===== src/rtl/rs232_tx_arbiter.sv =====
// Round-robin scheduler feeding one RS232Txd transmitter from NUM_REQ byte producers.
// Frames are timed locally (the transmitter has no busy flag) and separated by an idle gap.
module rs232_tx_arbiter #(
    parameter int unsigned NUM_REQ          = 4,
    parameter int unsigned SEND_HIGH_CYCLES = 2,
    parameter int unsigned FRAME_CYCLES     = 176,
    parameter int unsigned GAP_CYCLES       = 16,
    localparam int unsigned ID_W            = $clog2(NUM_REQ)
) (
    input  logic                   Clock16x,
    input  logic                   ResetN,
    input  logic                   Enable,
    input  logic [NUM_REQ-1:0]     ReqValid,
    input  logic [8*NUM_REQ-1:0]   ReqData,
    output logic [NUM_REQ-1:0]     ReqReady,
    output logic                   TxSend,
    output logic [7:0]             TxData,
    output logic                   Busy,
    output logic [ID_W-1:0]        ActiveId
);

    localparam int unsigned MAX_A   = (SEND_HIGH_CYCLES > FRAME_CYCLES) ? SEND_HIGH_CYCLES : FRAME_CYCLES;
    localparam int unsigned MAX_CYC = (MAX_A > GAP_CYCLES) ? MAX_A : GAP_CYCLES;
    localparam int unsigned CNT_W   = $clog2(MAX_CYC + 1);

    typedef enum logic [1:0] {
        ST_IDLE,
        ST_LOAD,
        ST_SEND,
        ST_GAP
    } state_t;

    state_t            r_state;
    logic [CNT_W-1:0]  r_cnt;
    logic [ID_W-1:0]   r_last;

    logic              w_hi_found;
    logic              w_lo_found;
    logic [ID_W-1:0]   w_hi_idx;
    logic [ID_W-1:0]   w_lo_idx;
    logic [ID_W-1:0]   w_winner;
    logic              w_grant;
    logic [7:0]        w_data;

    // Lowest valid index above the last winner, else lowest valid index overall (wrap).
    always_comb begin
        w_hi_found = 1'b0;
        w_lo_found = 1'b0;
        w_hi_idx   = '0;
        w_lo_idx   = '0;
        for (int i = int'(NUM_REQ) - 1; i >= 0; i--) begin
            if (ReqValid[i]) begin
                w_lo_found = 1'b1;
                w_lo_idx   = ID_W'(i);
                if (ID_W'(i) > r_last) begin
                    w_hi_found = 1'b1;
                    w_hi_idx   = ID_W'(i);
                end
            end
        end
    end

    assign w_winner = w_hi_found ? w_hi_idx : w_lo_idx;
    assign w_grant  = (r_state == ST_IDLE) && Enable && w_lo_found;

    always_comb begin
        ReqReady = '0;
        w_data   = '0;
        for (int i = 0; i < int'(NUM_REQ); i++) begin
            if (w_winner == ID_W'(i)) begin
                ReqReady[i] = w_grant;
                w_data      = ReqData[8*i +: 8];
            end
        end
    end

    // Frame sequencer: LOAD holds Send high, SEND times the serial frame, GAP enforces idle.
    always_ff @(posedge Clock16x or negedge ResetN) begin
        if (!ResetN) begin
            r_state  <= ST_IDLE;
            r_cnt    <= '0;
            r_last   <= ID_W'(NUM_REQ - 1);
            TxSend   <= 1'b0;
            TxData   <= 8'hFF;
            Busy     <= 1'b0;
            ActiveId <= '0;
        end else begin
            case (r_state)
                ST_IDLE: begin
                    if (w_grant) begin
                        r_state  <= ST_LOAD;
                        r_cnt    <= CNT_W'(SEND_HIGH_CYCLES - 1);
                        r_last   <= w_winner;
                        TxSend   <= 1'b1;
                        TxData   <= w_data;
                        Busy     <= 1'b1;
                        ActiveId <= w_winner;
                    end
                end
                ST_LOAD: begin
                    if (r_cnt == '0) begin
                        r_state <= ST_SEND;
                        r_cnt   <= CNT_W'(FRAME_CYCLES - 1);
                        TxSend  <= 1'b0;
                    end else begin
                        r_cnt <= r_cnt - CNT_W'(1);
                    end
                end
                ST_SEND: begin
                    if (r_cnt == '0) begin
                        r_state <= ST_GAP;
                        r_cnt   <= CNT_W'(GAP_CYCLES - 1);
                    end else begin
                        r_cnt <= r_cnt - CNT_W'(1);
                    end
                end
                ST_GAP: begin
                    if (r_cnt == '0) begin
                        r_state <= ST_IDLE;
                        Busy    <= 1'b0;
                    end else begin
                        r_cnt <= r_cnt - CNT_W'(1);
                    end
                end
                default: begin
                    r_state <= ST_IDLE;
                    r_cnt   <= '0;
                    TxSend  <= 1'b0;
                    Busy    <= 1'b0;
                end
            endcase
        end
    end

endmodule


===== config.mk =====
export PLATFORM = sky130hd
export DESIGN_NAME = rs232_tx_arbiter
export DESIGN_NICKNAME = d
export VERILOG_FILES = /design/src/rtl/rs232_tx_arbiter.sv
export SDC_FILE = /design/constraint.sdc
export NUM_CORES = 1
export LEC_CHECK = 0
export ABC_AREA = 1
export CORE_UTILIZATION = 46
export DETAILED_ROUTE_END_ITERATION = 12
export HOLD_SLACK_MARGIN = 0.12
export PLACE_DENSITY = 0.76
export SYNTH_ARGS = -nofsm -noshare
export SYNTH_HDL_FRONTEND = slang
export SYNTH_SLANG_ARGS = --single-unit

===== constraint.sdc =====
create_clock -name Clock16x -period 2.2 [get_ports Clock16x]
set_input_delay 0.44 -clock Clock16x [delete_from_list [all_inputs] [get_ports Clock16x]]
set_output_delay 0.44 -clock Clock16x [all_outputs]
set_load 0.005 [all_outputs]

**After elaboration in Yosys (flattened, before gate mapping)**

Cells that the tools add are included.

- $add $sub $neg: 1
- $lt $le $gt $ge: 4
- Equality and inequality tests: 11
- Mux-type cells: 47
- Reduce and logical (&&, ||, !) cells: 12

Operator list:

| kind | count |
|---|---|
| 8-bit 2-to-1 mux | 8 |
| 2-bit 2-to-1 mux | 17 |
| 8-bit one-hot mux with 4 select lines | 1 |
| 1-bit 2-to-1 mux | 18 |
| 2-bit != test, second input constant | 5 |
| 2-bit equality test, second input constant | 4 |
| 8-bit zero test | 1 |
| 2-bit one-hot mux with 4 select lines | 1 |
| 8-bit by 1-bit subtractor with 8-bit output, second input constant | 1 |
| 3-bit AND reduction | 2 |
| 2-bit by 1-bit equality test with 1-bit output, second input constant | 2 |
| 1-bit by 2-bit greater-than comparator with 1-bit output, first input constant | 2 |
| 2-bit greater-than comparator, first input constant | 2 |
| 2-bit zero test | 2 |
| 1-bit one-hot mux with 2 select lines | 2 |
| 2-bit AND reduction | 2 |
| 4-bit AND reduction | 1 |
| 2-bit nonzero test | 2 |
| 1-bit logical AND | 2 |

- Register bits: 24

**Longest topological paths before layout**

Gate-level depths: netlist (run 1).

- Depth in word-level cells: 15
- Depth in mapped cells: 12
- Depth with buffers taken out: 12

**Least setup slack after synthesis (run 1)**

OpenSTA, ideal clock, no wires.

- Path type: reg2out
- From: reg r_state[0]
- To: out ReqReady[1]
- Data arrival time: 1.432 ns
- Data required time: 1.760 ns
- Path slack: 0.328 ns
- Cell stages (with the launch flop): 9
- Buffers on the path: 1
- Cell sequence: dfrtp_1 -> inv_1 -> ha_1 -> nand2_1 -> o21bai_2 -> inv_2 -> buf_2 -> nand2_1 -> nor2_1

- Cells in the longest elaborated chain, start to end: 4

RTL lines:

| item | RTL line | source |
|---|---|---|
| from (decl) | 33 | `state_t r_state;` |
| from (signal assigned) | 80 | `r_state <= ST_IDLE;` |
| from (signal assigned) | 91 | `r_state <= ST_LOAD;` |
| from (signal assigned) | 102 | `r_state <= ST_SEND;` |
| 2-bit zero test | 64 | `assign w_grant = (r_state == ST_IDLE) && Enable && w_lo_found;` |
| 1-bit logical AND (2 in a row) | 64 |  |
| 1-bit 2-to-1 mux | 70 | `if (w_winner == ID_W'(i)) begin` |
| to (decl) | 15 | `output logic [NUM_REQ-1:0] ReqReady,` |

No other way between the ends.

**Final worst setup path (run 1)**

- From: in ReqValid[0]
- To: out ReqReady[0]

- Cells in the longest elaborated chain, start to end: 4
- Elaborated cells between the ends (all ways): 8
- Classes of those cells: mux: 6; reduce/logical: 2

RTL lines:

| item | RTL line | source |
|---|---|---|
| from (decl) | 13 | `input logic [NUM_REQ-1:0] ReqValid,` |
| 2-bit 2-to-1 mux or 1-bit 2-to-1 mux (tied branches) | 52 | `if (ReqValid[i]) begin` |
| 2-bit 2-to-1 mux | 63 | `assign w_winner = w_hi_found ? w_hi_idx : w_lo_idx;` |
| 2-bit zero test | 70 |  |
| 1-bit 2-to-1 mux * | 70 |  |

Mark *: on every way between the ends. The rest lies on a longest branch, timed or not.

==> results.sh, run 1 <==
export IMPL_hpwlAfterDp_mm=3.28
export IMPL_clk_latency_ps=310
export IMPL_stdcell_count=345
export IMPL_num_fill_cells=295
export IMPL_grt_pass1_vias=1671
export IMPL_grt_overflow=0
export IMPL_nNetsFinal=345
export IMPL_synth_nets=274
export IMPL_crit_path_end_kind="primary output"
export IMPL_first_pass_iters=4
export IMPL_syn_inst=229
export IMPL_vias_per_cell=4.92
export IMPL_pwr_share_seq=0.545
export IMPL_finalCritPeriodShare=0.965
export IMPL_syn2layout_area_growth_pct=43.3
export IMPL_synth_seq_cells=24
export IMPL_fp_dieArea_um2=3890
export IMPL_drtAntennaViolNets=0
export IMPL_whs_ps=466
export IMPL_p_int_mw=0.626
export IMPL_synth_seq_area_share=0.366
export IMPL_power_mw=0.811
export IMPL_ioPinCount=55
export IMPL_grt_max_degree=25
export IMPL_track_usage=0.229
export IMPL_drc=0
export IMPL_cts_tree="built"
export IMPL_rows=21
export IMPL_drt_iter0_drc=63
export IMPL_coreArea_um2=3420
export IMPL_clock_sinks=24
export IMPL_cpPeakStageDelay_ps=460
export IMPL_synth_distinct_cells=32
export IMPL_slew_viol_final=0
export IMPL_tritoncts_num_buffers=3
export IMPL_switching_share=0.228
export IMPL_worstPathCellList="clkdlybuf4s50_1, inv_1, nand2_2, nand3_2, nand2_4, inv_2, nor3_2, dlygate4sd2_1"
export IMPL_clkPwrFrac=0.280
export IMPL_netlist_area_um2=1680
export IMPL_antenna_found_initial=0
export IMPL_slew_limit_headroom=0.722
export IMPL_setup_viol=0
export IMPL_finalWorstSetupSlack_ps=77.7
export IMPL_drt_wl_total_mm=4.20
export IMPL_initial_utilization=0.491
export IMPL_cts_reportedPaths_clkPinSlew_ps=120
export IMPL_fmax_ghz=0.471
export IMPL_p_per_area_nw_per_um2=338
export IMPL_r2r_slack_ps=480
export IMPL_grt_pass1_wl_mm=7.07
export IMPL_n_antenna_cell=0
export IMPL_outcome="finished clean"
export IMPL_drv_cap=0
export IMPL_worst_setup_path_start_kind="input port"
export IMPL_syn_area_per_cell_um2=7.32
export IMPL_leakage_nw=1.15
export IMPL_io_buffer_count=54
export IMPL_comb_power_share=0.175
export IMPL_die_h_um=62.4
export IMPL_critPathArrivalTime_ps=1680
export IMPL_cts_hold_buf=0
export IMPL_path_class="in2out"
export IMPL_hold_path_class="in2async"
export IMPL_root_buffer="clkbuf_4"
export IMPL_crit_fanout=4
export IMPL_period_minus_slack_ps=2120
export IMPL_placed_cells=339
export IMPL_vias=1699
export IMPL_h_tree_depth=1
export IMPL_yosys_warnings=0
export IMPL_rsz0062_at_grt="no"
export IMPL_crit_required_ps=1760
export IMPL_drive_above_1_share=0.234
export IMPL_dieWidth_um=62.4
export IMPL_gp_congestion=0.840
export IMPL_critPathSlowestCell="clkdlybuf4s50_1"
export IMPL_finalHoldViolCount=0
export IMPL_cts_buffer_depth=2
export IMPL_p_sw_mw=0.184
export IMPL_dp_slack_ps=-374
export IMPL_routedWlPerCell_um=12.2
export IMPL_skew_ps=3.91
export IMPL_irDropWorstVdd_mv=0.289
export IMPL_worst_pin_slew_ps=413
cells by family (layout without fill, tap and decap cells):
logic type / count (synthesis) / after routing / synth area share
flops: 24 / 24 / 0.366
xor+xnor: 3 / 3 / 0.0157
compound gates: 26 / 26 / 0.0910
simple gates: 140 / 140 / 0.398
fa+ha+maj: 6 / 6 / 0.0448
buf+inv: 30 / 100 / 0.0851
sequential cells by signal, summed over array words and instances, names as in the netlist:
register	flops
ActiveId	2
Busy	1
TxData	8
TxSend	1
r_cnt	8
r_last	2
r_state	2
worst max-delay path: cells and delay by family:
| kind | cells | cell delay, ps |
|---|---|---|
| buf+inv | 4 | 830 |
| simple gates | 4 | 410 |
power by group through the flow:
stage,combinational (mW),sequential (mW),clock [mW]
2_1_floorplan,0.0505,0.450,0
3_3_place_gp,0.139,0.450,0
3_5_place_dp,0.141,0.450,0
4_1_cts,0.142,0.442,0.240
5_1_grt,0.156,0.442,0.248
6_report,0.142,0.442,0.227
through the flow:
step                instance area, um^2   util  setup TNS [ps]
floorplan                          1680      -               0
CTS                                2400  0.703               0
global placement                   2340  0.685           -1250
finish                             2400  0.703               0
detailed placement                 2340  0.685           -1380
global route                       2400  0.703               0
final timing paths:
kind / cells past startpoint / start / endpoint
min reg2reg: 2 / ActiveId[0] / ActiveId[0]
max reg2reg: 9 / r_state[0] / r_cnt[4]
max: 8 / ReqValid[0] / ReqReady[0]
min: 2 / ResetN / ActiveId[1]
min in group Clock16x: 2 / ActiveId[0] / ActiveId[0]
max in group asynchronous: 2 / ResetN / r_last[1]
timing repair:
item,4_1_cts,5_1_grt
setup buffers,1,1
pin swaps,0,0
setup endpoints to repair,4,4
resized for setup,16,7
area by class of cell:
type / count / area (um^2) / area share
Clock buffer: 4 / 36.3 / 0.0151
Inverter: 25 / 96.3 / 0.0401
Multi-Input combinational cell: 175 / 951 / 0.396
Sequential cell: 24 / 613 / 0.255
Tap cell: 46 / 57.6 / 0.0240
Timing Repair Buffer: 71 / 648 / 0.270
placed cells by master, fill, tap and decap left out, drive strengths merged:
cell type	count
a22o	2
nand2	69
or2	4
nor3	2
a31oi	1
clkdlybuf4s50	47
buf	17
dlygate4sd2	4
xor2	2
o21bai	1
a32oi	1
nor2	29
inv	25
ha	6
nand3	30
a21oi	6
nand3b	1
dfstp	10
clkbuf	7
dfrtp	14
o21ai	15
nand4	5
xnor2	1
layer usage:
| layer | vias to the layer above | GRT usage | wire (um) |
|---|---|---|---|
| li1 | 880 | - | - |
| met1 | 782 | 0.297 | 1960 |
| met2 | 35 | 0.402 | 2040 |
| met3 | 2 | 0.0438 | 172 |
| met4 | 0 | 0.0349 | 19 |
| met5 | - | 0 | 0 |
cell usage after synthesis (all sizes together):
cell type	number	area share
a21oi	6	0.020
a22o	2	0.010
a31oi	1	0.0037
a32oi	1	0.0052
buf	5	0.028
dfrtp	14	0.21
dfstp	10	0.16
ha	6	0.045
inv	25	0.057
nand2	69	0.18
nand3	30	0.099
nand3b	1	0.0045
nand4	5	0.019
nor2	29	0.077
nor3	2	0.0060
o21ai	15	0.045
o21bai	1	0.0067
or2	4	0.015
xnor2	1	0.0052
xor2	2	0.010
(Power assumes the default switching activity.)
==> run 2: changes to the inputs <==
--- a/config.mk
+++ b/config.mk
@@ -6,7 +6,9 @@
 export NUM_CORES = 1
 export LEC_CHECK = 0
 export ABC_AREA = 1
+export CAP_MARGIN = 30
 export CORE_UTILIZATION = 46
+export CTS_CLUSTER_DIAMETER = 100
 export DETAILED_ROUTE_END_ITERATION = 12
 export HOLD_SLACK_MARGIN = 0.12
 export PLACE_DENSITY = 0.76
==> results of run 2 <==
No change in the layout: final DEF, timing and power equal those of run 1.
==> patch (flow settings as in run 2) <==
Set the parameter `SEND_HIGH_CYCLES` to 4 (it was 2).
--- a/src/rtl/rs232_tx_arbiter.sv
+++ b/src/rtl/rs232_tx_arbiter.sv
@@ -3,5 +3,5 @@
 module rs232_tx_arbiter #(
     parameter int unsigned NUM_REQ          = 4,
-    parameter int unsigned SEND_HIGH_CYCLES = 2,
+    parameter int unsigned SEND_HIGH_CYCLES = 4,
     parameter int unsigned FRAME_CYCLES     = 176,
     parameter int unsigned GAP_CYCLES       = 16,
Function: changed (a bounded check fails within 4 cycles, from zero or initial values and one cycle with ResetN low).
==> patch against run 2 <==
- sequential cell count did not move
- design area rose by 4.5%
- combinational power rose by 4%
- critical path depth did not move
- setup slack improved by 8.8 ps
- synthesized area rose by 4.3%
- non-clock buffer count rose by 3
- sequential share of layout area fell by 1.1 points
- core utilization fell by 1.7 points
- total power rose by 8.5%
- die area rose by 4.1%
- routed wire length fell by 0.24%
- final cell count rose by 7.0%
- largest cell class unchanged
- largest power group unchanged
==> patch: results (changes against run 2) <==
Run status
* finished, final reports clean — status

Power and ir drop
* 371 uV — worst vdd ir, +29%
* 880 uW — Design Power, +8.5%
* 291 uW — clock network power, +28%
* 687 uW — internal portion of total power, +9.7%
* 16.7% — proportion of power drawn by combinational gates, -0.8 points
* 1.28 nW — standby leakage power, +11%

Hold path
* register to register — Hold WC Path Type

Clocking
* sky130_fd_sc_hd__clkbuf_8 — clock tree root driver cell
* 80 ps — CTS clk-pin slew, worst paths, -40 ps
* 260 ps — clock network latency to the later pin of the worst-skew pair, -50 ps

Global route
* 39.1% — M2 GR Usage, -1.2 points
* 7360 um — global-route wire length before repair, +4.1%
* 0 — number of antenna violations at the first check in global routing, unchanged
* 3.99% — met3 track demand over resource in global routing, -0.39 points
* 30.8% — GR Layer Usage met1, +1.1 points
* 22.9% — total global routing track utilization, +0.028 points
* 1,679 — number of global-route vias before repair, +0.48%

Timing
* 76.9% — Max-Slew Margin vs Limit, +4.7 points
* 0 — Slew Viols, Final, unchanged
* 1.37 ps — clock skew, -2.54 ps

Place
* 3280 um — detailed-placement wirelength estimate, about the same
* 362 — count of placed standard cells including taps, +6.8%
* 2410 um2 — dpl cell area, +3.2%
* -359 ps — worst slack at placement, +15.4 ps
* 0.872 — final weighted congestion of routability-driven global placement, +3.8%

Drt
* 1950 um — wire length on met2, -4.4%
* 4190 um — Post-Route WL, -0.24%
* 4.72 — via count normalized by instance count, -4.1%
* 78 — DRC violation total after the first TritonRoute iteration, +24%
* 152 um — DR WL met3, -12%
* 11.3 um — routed len/inst, -6.7%
* 2060 um — wire length on met1, +5.3%

Worst setup path
* 1670 ps — CP arrival

Final layout
* 324 — total of fill cells in the finished design, +9.8%
* 367 — NumNets Final, +6.4%
* 19.6% — share of layout cells above drive strength 1, -3.8 points

Synthesis
* 6.96 um2 — average size of a mapped cell, -4.9%
* sky130_fd_sc_hd__dfrtp_1, sky130_fd_sc_hd__dfstp_2, sky130_fd_sc_hd__nand2_1 — ranking of synthesized cells by area
* 296 — net count after synthesis, +8.0%
* 35.1% — register area share after synthesis, -1.5 points
* 27 — number of library cell types mapped by synthesis, -16%
* sky130_fd_sc_hd__nand2_1, sky130_fd_sc_hd__inv_1, sky130_fd_sc_hd__nand3_1, sky130_fd_sc_hd__nor2_1, sky130_fd_sc_hd__dfrtp_1 — top cells by count, synth

==> patch: path summary, 6_finish.rpt <==
kind / slack [ps] / from / cells after the start / endpoint
max in group asynchronous: 1390 / ResetN / 2 / TxData[6]
worst min register to register: 470 / TxData[3] / 2 / TxData[3]
worst min-delay path: 470 / TxData[3] / 2 / TxData[3]
min in group asynchronous: 520 / ResetN / 2 / r_cnt[6]
worst max register to register: 400 / r_state[0] / 12 / r_cnt[3]
worst max-delay path: 90 / ReqValid[0] / 8 / ReqReady[3]
==> patch: cell type report <==
type                    count  area [um2]  area share (%)
clock buffers               4        55.1            2.19
well taps                  48        60.1            2.39
repair buffers             74         679            27.1
inverters                  45         171            6.83
multi-input cells         174         932            37.1
flip-flops and latches     24         613            24.4
==> patch: worst max-delay path, stage by stage <==
cell and delay [ps]:
sky130_fd_sc_hd__clkdlybuf4s50_1 450, sky130_fd_sc_hd__inv_1 50, sky130_fd_sc_hd__nand2_2 70, sky130_fd_sc_hd__nor2_1 50
sky130_fd_sc_hd__nor2_2 170, sky130_fd_sc_hd__nand2_4 90, sky130_fd_sc_hd__nor2_4 110, sky130_fd_sc_hd__dlygate4sd2_1 240
==> patch: logic make-up (layout without fill, tap and decap cells) <==
kind of cell / after synthesis / count (layout) / share of synthesized area, %
AND/OR/NAND/NOR: 129 / 129 / 34.8
buffers and inverters: 53 / 123 / 13.2
AO/OA/AOI/OAI: 35 / 35 / 10.7
flip-flops: 24 / 24 / 35.1
adder cells (fa/ha/maj): 6 / 6 / 4.29
XOR/XNOR: 4 / 4 / 2.00
==> patch: repair_timing <==
| action | 4_1_cts | 5_1_grt |
|---|---|---|
| gates resized for setup | 10 | 11 |
| buffers inserted | 4 | 0 |
| setup endpoints to repair | 4 | 4 |
| pin swaps | 5 | 3 |
| hold endpoints to repair | 0 | 0 |
